File: src/rtl/ita_tcdm_prio_arbiter.sv
// ita_tcdm_prio_arbiter
// Merges NB_CHAN initiator request channels onto a single TCDM port.
// Arbitration uses runtime-programmable static priority with starvation aging.
// In-order read responses are steered back through a grant-order FIFO, so the
// TCDM side needs no transaction ID.
//
// Optional feature: define ITA_TCDM_ARB_PERF_EN to add per-channel 32-bit
// grant counters. In the default build these are absent and grant_cnt_o is 0.
//
// Ports:
//   clk_i, rst_ni            clock, asynchronous active-low reset
//   clear_i                  synchronous clear of all state
//   enable_i                 arbitration enable
//   priority_i               per-channel priority (slice c = channel c, higher wins)
//   in_req/gnt/wen/add/be/data  initiator request channels
//   in_r_valid_o/in_r_data_o    read response (data broadcast)
//   out_*                    TCDM port (request + in-order response)
//   busy_o                   reads outstanding
//   err_o                    sticky: response with no read outstanding
//   grant_cnt_o              per-channel grant counters (perf build only)
module ita_tcdm_prio_arbiter #(
  parameter int unsigned NB_CHAN    = 4,
  parameter int unsigned DW         = 32,
  parameter int unsigned AW         = 32,
  parameter int unsigned BW         = 8,
  parameter int unsigned STARVE_MAX = 15,
  parameter int unsigned RSP_DEPTH  = 4,
  parameter int unsigned CW         = $clog2(NB_CHAN)
) (
  input  logic                        clk_i,
  input  logic                        rst_ni,
  input  logic                        clear_i,
  input  logic                        enable_i,
  input  logic [NB_CHAN*CW-1:0]       priority_i,
  input  logic [NB_CHAN-1:0]          in_req_i,
  output logic [NB_CHAN-1:0]          in_gnt_o,
  input  logic [NB_CHAN-1:0]          in_wen_i,
  input  logic [NB_CHAN*AW-1:0]       in_add_i,
  input  logic [NB_CHAN*(DW/BW)-1:0]  in_be_i,
  input  logic [NB_CHAN*DW-1:0]       in_data_i,
  output logic [NB_CHAN-1:0]          in_r_valid_o,
  output logic [DW-1:0]               in_r_data_o,
  output logic                        out_req_o,
  input  logic                        out_gnt_i,
  output logic                        out_wen_o,
  output logic [AW-1:0]               out_add_o,
  output logic [DW/BW-1:0]            out_be_o,
  output logic [DW-1:0]               out_data_o,
  input  logic                        out_r_valid_i,
  input  logic [DW-1:0]               out_r_data_i,
  output logic                        busy_o,
  output logic                        err_o,
  output logic [NB_CHAN*32-1:0]       grant_cnt_o
);

  localparam int unsigned BEW = DW / BW;
  localparam int unsigned PW  = $clog2(RSP_DEPTH);
  localparam int unsigned SW  = 8;
  localparam logic [SW-1:0] SMAX  = STARVE_MAX[SW-1:0];
  localparam logic [PW:0]   DEPTH = RSP_DEPTH[PW:0];
  localparam logic [PW:0]   ONE_C = 1;
  localparam logic [PW-1:0] ONE_P = 1;

  logic [NB_CHAN-1:0] eligible;
  logic               any_elig, transfer, full, empty, push, pop;
  logic               starve_hit, prio_found;
  logic [CW-1:0]      winner, best_prio, head;
  logic [SW-1:0]      starve_q [NB_CHAN];
  logic [CW-1:0]      fifo_q   [RSP_DEPTH];
  logic [PW-1:0]      wr_ptr_q, rd_ptr_q;
  logic [PW:0]        cnt_q;
  logic               err_q;

  assign full  = (cnt_q == DEPTH);
  assign empty = (cnt_q == '0);

  // A full FIFO blocks reads even when a pop happens this cycle; this keeps
  // eligibility independent of the response path.
  always_comb begin
    eligible = '0;
    for (int c = 0; c < NB_CHAN; c++)
      eligible[c] = in_req_i[c] & enable_i & (~in_wen_i[c] | ~full);
  end

  // Starved channels take precedence (lowest index first); otherwise the
  // highest priority wins, ties to the lowest index via strict compare.
  always_comb begin
    winner     = '0;
    best_prio  = '0;
    starve_hit = 1'b0;
    prio_found = 1'b0;
    for (int c = NB_CHAN - 1; c >= 0; c--) begin
      if (eligible[c] && starve_q[c] == SMAX) begin
        winner     = CW'(c);
        starve_hit = 1'b1;
      end
    end
    if (!starve_hit) begin
      for (int c = 0; c < NB_CHAN; c++) begin
        if (eligible[c] && (!prio_found || priority_i[c*CW +: CW] > best_prio)) begin
          winner     = CW'(c);
          best_prio  = priority_i[c*CW +: CW];
          prio_found = 1'b1;
        end
      end
    end
  end

  assign any_elig   = |eligible;
  assign transfer   = any_elig & out_gnt_i;
  assign out_req_o  = any_elig;
  assign out_wen_o  = in_wen_i[winner];
  assign out_add_o  = in_add_i[winner*AW +: AW];
  assign out_be_o   = in_be_i[winner*BEW +: BEW];
  assign out_data_o = in_data_i[winner*DW +: DW];

  always_comb begin
    in_gnt_o         = '0;
    in_gnt_o[winner] = transfer;
  end

  assign push = transfer & in_wen_i[winner];
  assign pop  = out_r_valid_i & ~empty;
  assign head = fifo_q[rd_ptr_q];

  always_comb begin
    in_r_valid_o = '0;
    if (pop) in_r_valid_o[head] = 1'b1;
  end

  assign in_r_data_o = out_r_data_i;
  assign busy_o      = ~empty;
  assign err_o       = err_q;

  always_ff @(posedge clk_i or negedge rst_ni) begin
    if (!rst_ni) begin
      wr_ptr_q <= '0;
      rd_ptr_q <= '0;
      cnt_q    <= '0;
      err_q    <= 1'b0;
      for (int i = 0; i < RSP_DEPTH; i++) fifo_q[i] <= '0;
    end else if (clear_i) begin
      wr_ptr_q <= '0;
      rd_ptr_q <= '0;
      cnt_q    <= '0;
      err_q    <= 1'b0;
      for (int i = 0; i < RSP_DEPTH; i++) fifo_q[i] <= '0;
    end else begin
      if (push) begin
        fifo_q[wr_ptr_q] <= winner;
        wr_ptr_q         <= wr_ptr_q + ONE_P;
      end
      if (pop) rd_ptr_q <= rd_ptr_q + ONE_P;
      if (push && !pop)      cnt_q <= cnt_q + ONE_C;
      else if (pop && !push) cnt_q <= cnt_q - ONE_C;
      if (out_r_valid_i && empty) err_q <= 1'b1;
    end
  end

  always_ff @(posedge clk_i or negedge rst_ni) begin
    if (!rst_ni) begin
      for (int c = 0; c < NB_CHAN; c++) starve_q[c] <= '0;
    end else if (clear_i) begin
      for (int c = 0; c < NB_CHAN; c++) starve_q[c] <= '0;
    end else if (enable_i) begin
      for (int c = 0; c < NB_CHAN; c++) begin
        if (!in_req_i[c])
          starve_q[c] <= '0;
        else if (transfer && winner == CW'(c))
          starve_q[c] <= '0;
        else if (eligible[c] && transfer && starve_q[c] != SMAX)
          starve_q[c] <= starve_q[c] + 8'd1;
      end
    end
  end

`ifdef ITA_TCDM_ARB_PERF_EN
  logic [31:0] gcnt_q [NB_CHAN];

  always_ff @(posedge clk_i or negedge rst_ni) begin
    if (!rst_ni) begin
      for (int c = 0; c < NB_CHAN; c++) gcnt_q[c] <= '0;
    end else if (clear_i) begin
      for (int c = 0; c < NB_CHAN; c++) gcnt_q[c] <= '0;
    end else begin
      for (int c = 0; c < NB_CHAN; c++)
        if (transfer && winner == CW'(c)) gcnt_q[c] <= gcnt_q[c] + 32'd1;
    end
  end

  always_comb begin
    grant_cnt_o = '0;
    for (int c = 0; c < NB_CHAN; c++) grant_cnt_o[c*32 +: 32] = gcnt_q[c];
  end
`else
  assign grant_cnt_o = '0;
`endif

endmodule
File: config.mk
export PLATFORM = sky130hd
export DESIGN_NAME = ita_tcdm_prio_arbiter
export DESIGN_NICKNAME = d
export VERILOG_FILES = /design/src/rtl/ita_tcdm_prio_arbiter.sv
export SDC_FILE = /design/constraint.sdc
export NUM_CORES = 1
export LEC_CHECK = 0
export CAP_MARGIN = 5
export CORE_AREA = 2 2 217 219
export CTS_CLUSTER_SIZE = 10
export DETAILED_ROUTE_END_ITERATION = 8
export DIE_AREA = 0 0 219 221
export GPL_TIMING_DRIVEN = 0
export PLACE_DENSITY = 0.41
export SLEW_MARGIN = 10
export SYNTH_ARGS = -nofsm -noshare
export SYNTH_HDL_FRONTEND = slang
export SYNTH_SLANG_ARGS = --single-unit
File: constraint.sdc
create_clock -name clk_i -period 10.35 [get_ports clk_i]
set_input_delay 1.5525 -clock clk_i [delete_from_list [all_inputs] [get_ports clk_i]]
set_output_delay 1.5525 -clock clk_i [all_outputs]
set_load 0.1 [all_outputs]
==> summary.md <==
| Metric | Value |
|---|---|
| Max Clock Skew | `0.007555 ns` |
| Hpwl dp | `33,410 µm` |
| Initial Utilization | `between 10% and 20%` |
| FF-to-FF setup slack | `3.45 ns` |
| Final WL | `39,350 µm` |
| Post-Synth Simple-Gate Area | `34.66%` |
| Synth Flop Type | `dfrtp_1` |
| Critical Path Sink Type | `primary output` |
| Mux share of post-synthesis cell area | `between 2 and 3%` |
| Peak supply drop | `102.0 µV` |
| Hold Buf Count CTS | `0` |
| RePlAce Congestion | `0.8542` |
| CTS H-tree depth | `2` |
| Ys Warns | `0` |
| Worst-margin pin slew | `1.269 ns` |
| Final Cycle Share | `95.09%` |
| DR pass1 iterations | `5` |
| Cell at the root of the clock tree | `clkbuf_16` |
| Crit path required time | `8.80 ns` |
| Worst Path Arrival | `a little over 8 ns` |
| Layout overhead on the synthesized area | `84.90%` |
| Tot GR Track Use | `15.56%` |
| Xor/xnor cell area share of the yosys netlist | `3.171%` |
| Register bit total from synthesis | `between 40 and 50` |
| Max_cap viols | `0` |
| Status | `complete, no violations` |
| Hold Crit Start | `starve_q[26]$_DFFE_PN0P_` |
| Synth Area in Compound Gates | `between 10% and 20%` |
| Reg2Reg Launch Point | `cnt_q[0]$_DFFE_PN0P_` |
| Pwr Density | `190.2 mW/mm²` |
| Startpoint type of the worst setup path | `primary input` |
| Number of synthesized flops with an enable pin | `0` |
| DR iter-0 viols | `320` |
| CORE AREA | `0.04606 mm²` |
| Distinct cells, synth | `59` |
| IO Pins | `between 500 and 600` |
| Multi-input logic area | `0.004170 mm²` |
| Worst hold path type | `reg -> reg` |
| Post-synth ARST share | `100.0%` |
| Final ANT Viol Nets | `0` |
| Die Width | `219 µm` |
| Die Y | `about 220 µm` |
| Largest cells by area after synthesis | `buf_4 19%, dfrtp_1 19%, nand2_1 18%` |
| Finished Core Util | `25.50%` |
| Synth Area in Adders | `3.072%` |
| CP Class | `in -> out` |
| Hold Violations, Final | `0` |
| Clock slew at reported path FFs | `0.07 ns` |
| Layout net count | `between 1,500 and 2,000` |
| Port Buffers | `404` |
| Post-synth top area share | `between 10% and 20%` |
| Final min period | `a little under 10 ns` |
| First-pass GRT wire length | `around 55,000 µm` |
| Avg Vias per Cell | `just under 4` |
| DRC errors left | `0` |
| Row count | `79` |
| Register area | `around 0.0012 mm²` |
| Initial antenna violation count | `3` |
| Routed length per instance | `18.66 µm` |
| FILL cells | `5,231` |
| Cells after synthesis | `960` |
| Setup TNS | `0 ns` |
| Slew headroom | `between 10% and 20%` |
| Vias in the first global route | `between 8,000 and 9,000` |
| Register area share after synthesis | `a little under a fifth` |
| Layout cells sized above 1 | `18.87%` |
| Overflow after GRT | `0` |
| Yosys top cell by area | `buf_4` |
| Die area | `0.04840 mm²` |
| Dominant combinational cell family by area after synthesis | `simple AND/OR/NAND/NOR gates` |
| Later-pin clock latency in the skew report | `0.29 ns` |
| Area of the mapped netlist | `0.006354 mm²` |
| Via count | `8,108` |
| Setup repair after global routing missed its margin | `no` |
| Pleak | `5.565 nW` |
| CTS sink count | `48` |
| FMAX | `101.6 MHz` |
| Crit-path max FO | `10` |
| CTS Buf Count | `5` |
| Syn Area/Cell | `6.618 µm²` |
| Max clock buf depth | `2` |
| Final Slew Violations | `0` |
| CTS tree | `done` |
| Final setup viols | `0` |
| Largest net degree at the start of global routing | `32` |
| Crit. Startpoint | `enable_i` |
[final timing paths]
| kind | endpoint | depth (start not counted) |
|---|---|---|
| min in group asynchronous | starve_q[24]$_DFFE_PN0P_ | 1 |
| min | starve_q[26]$_DFFE_PN0P_ | 1 |
| max in group asynchronous | starve_q[1]$_DFFE_PN0P_ | 2 |
| min reg2reg | starve_q[26]$_DFFE_PN0P_ | 1 |
| max reg2reg | cnt_q[2]$_DFFE_PN0P_ | 28 |
| max | out_data_o[21] | 25 |
[sequential cells by signal, indices dropped and copies added (netlist names)]
register and cells:
cnt_q 3, err_o 1, wr_ptr_q 2, fifo_q 8, rd_ptr_q 2, starve_q 32
[power breakdown]
part | switching (W) | total [W] | internal (W)
sequential | 0.0000136 | 0.000212 | 0.000199
combinational | 0.00141 | 0.00182 | 0.000408
clock | 0.0000745 | 0.000202 | 0.000127
[per-stage QoR]
stage,hold WS [ns],std cells,worst slack [ns],power (W),cell area [µm²]
finish,0.4992,2109,0.5086,0.002234,11750
global route,0.5135,2108,0.008701,0.002334,11750
CTS,0.5062,2107,0.0005995,0.002272,11850
detailed placement,0.4957,2099,-1.499,0.002100,11650
global placement,0.4888,2098,-1.438,0.002102,11630
floorplan,0.4638,1087,1.199,0.001563,6830
[worst max-delay path: stages]
cell	delay (ns)
clkdlybuf4s50_1	0.61
and2_1	0.28
and2_1	0.22
nand2_1	0.10
ha_1	0.29
nor2b_1	0.12
o21ai_0	0.12
a21oi_2	0.30
mux2_2	0.39
ha_1	0.18
nor2b_1	0.11
a2bb2oi_1	0.34
nor2_1	0.13
o21ai_0	0.17
o31ai_1	0.10
ha_1	0.29
nor2b_1	0.13
a2bb2oi_1	0.16
o31a_2	0.37
a211oi_1	0.50
nor2_2	0.31
clkbuf_1	0.34
and3_1	0.24
a31oi_1	0.28
clkdlybuf4s15_2	0.62
[final cells by class]
cell class                 count  share of cell area (%)
antenna                        2                 0.04260
buffer                       212                   12.21
clock buffer                   7                   1.299
clock inverter                 1                  0.2556
inverter                      18                  0.5751
multi-input combinational    809                   35.50
sequential                    48                   10.22
tap                          607                   6.465
timing repair buffer         405                   33.43
[layout by cell type (no fill, tap or decap), types with 18 or more instances in the layout]
master,instances
clkdlybuf4s15_2,30
nand2_1,302
a21oi_1,21
and3_1,77
nand3_1,19
clkbuf_2,39
buf_4,162
inv_1,18
conb_1,128
clkdlybuf4s50_1,330
nor2_1,47
dfrtp_1,48
a31oi_1,67
clkbuf_1,27
[cell usage after synthesis, drive strengths merged (3+ instances only)]
master	count
a21oi	22
a22o	3
a2bb2oi	3
a31oi	68
and2	8
and3	77
buf	168
clkbuf	44
dfrtp	48
ha	14
inv	18
mux2	8
mux2i	4
nand2	302
nand3	19
nand4	6
nand4bb	4
nor2	49
nor2b	7
nor3	10
o21ai	14
o31a	3
o31ai	3
xnor2	9
xor2	14
[cells by family (layout without fill, tap and decap cells)]
| family | count (synthesis) | after routing |
|---|---|---|
| multiplexers | 14 | 14 |
| XOR/XNOR | 23 | 23 |
| adder cells (fa/ha/maj) | 15 | 15 |
| flip-flops | 48 | 48 |
| buffers and inverters | 230 | 643 |
| AO/OA/AOI/OAI | 136 | 136 |
| other | 1 | 130 |
| AND/OR/NAND/NOR | 493 | 493 |
[per-layer routing]
metal,up-vias,track usage (%),share of wire [%]
met2,328,28.77,52
met1,3714,18.31,40
met3,32,2.873,5.9
met4,2,3.705,2.5
met5,-,0,0.033
li1,4032,-,-
[what timing repair did]
| action | CTS | global route |
|---|---|---|
| resized for setup | 201 | 118 |
| setup endpoints to repair | 71 | 72 |
| setup buffers | 0 | 0 |
| pin swaps | 0 | 0 |
Power figures use the tool's default switching activity.
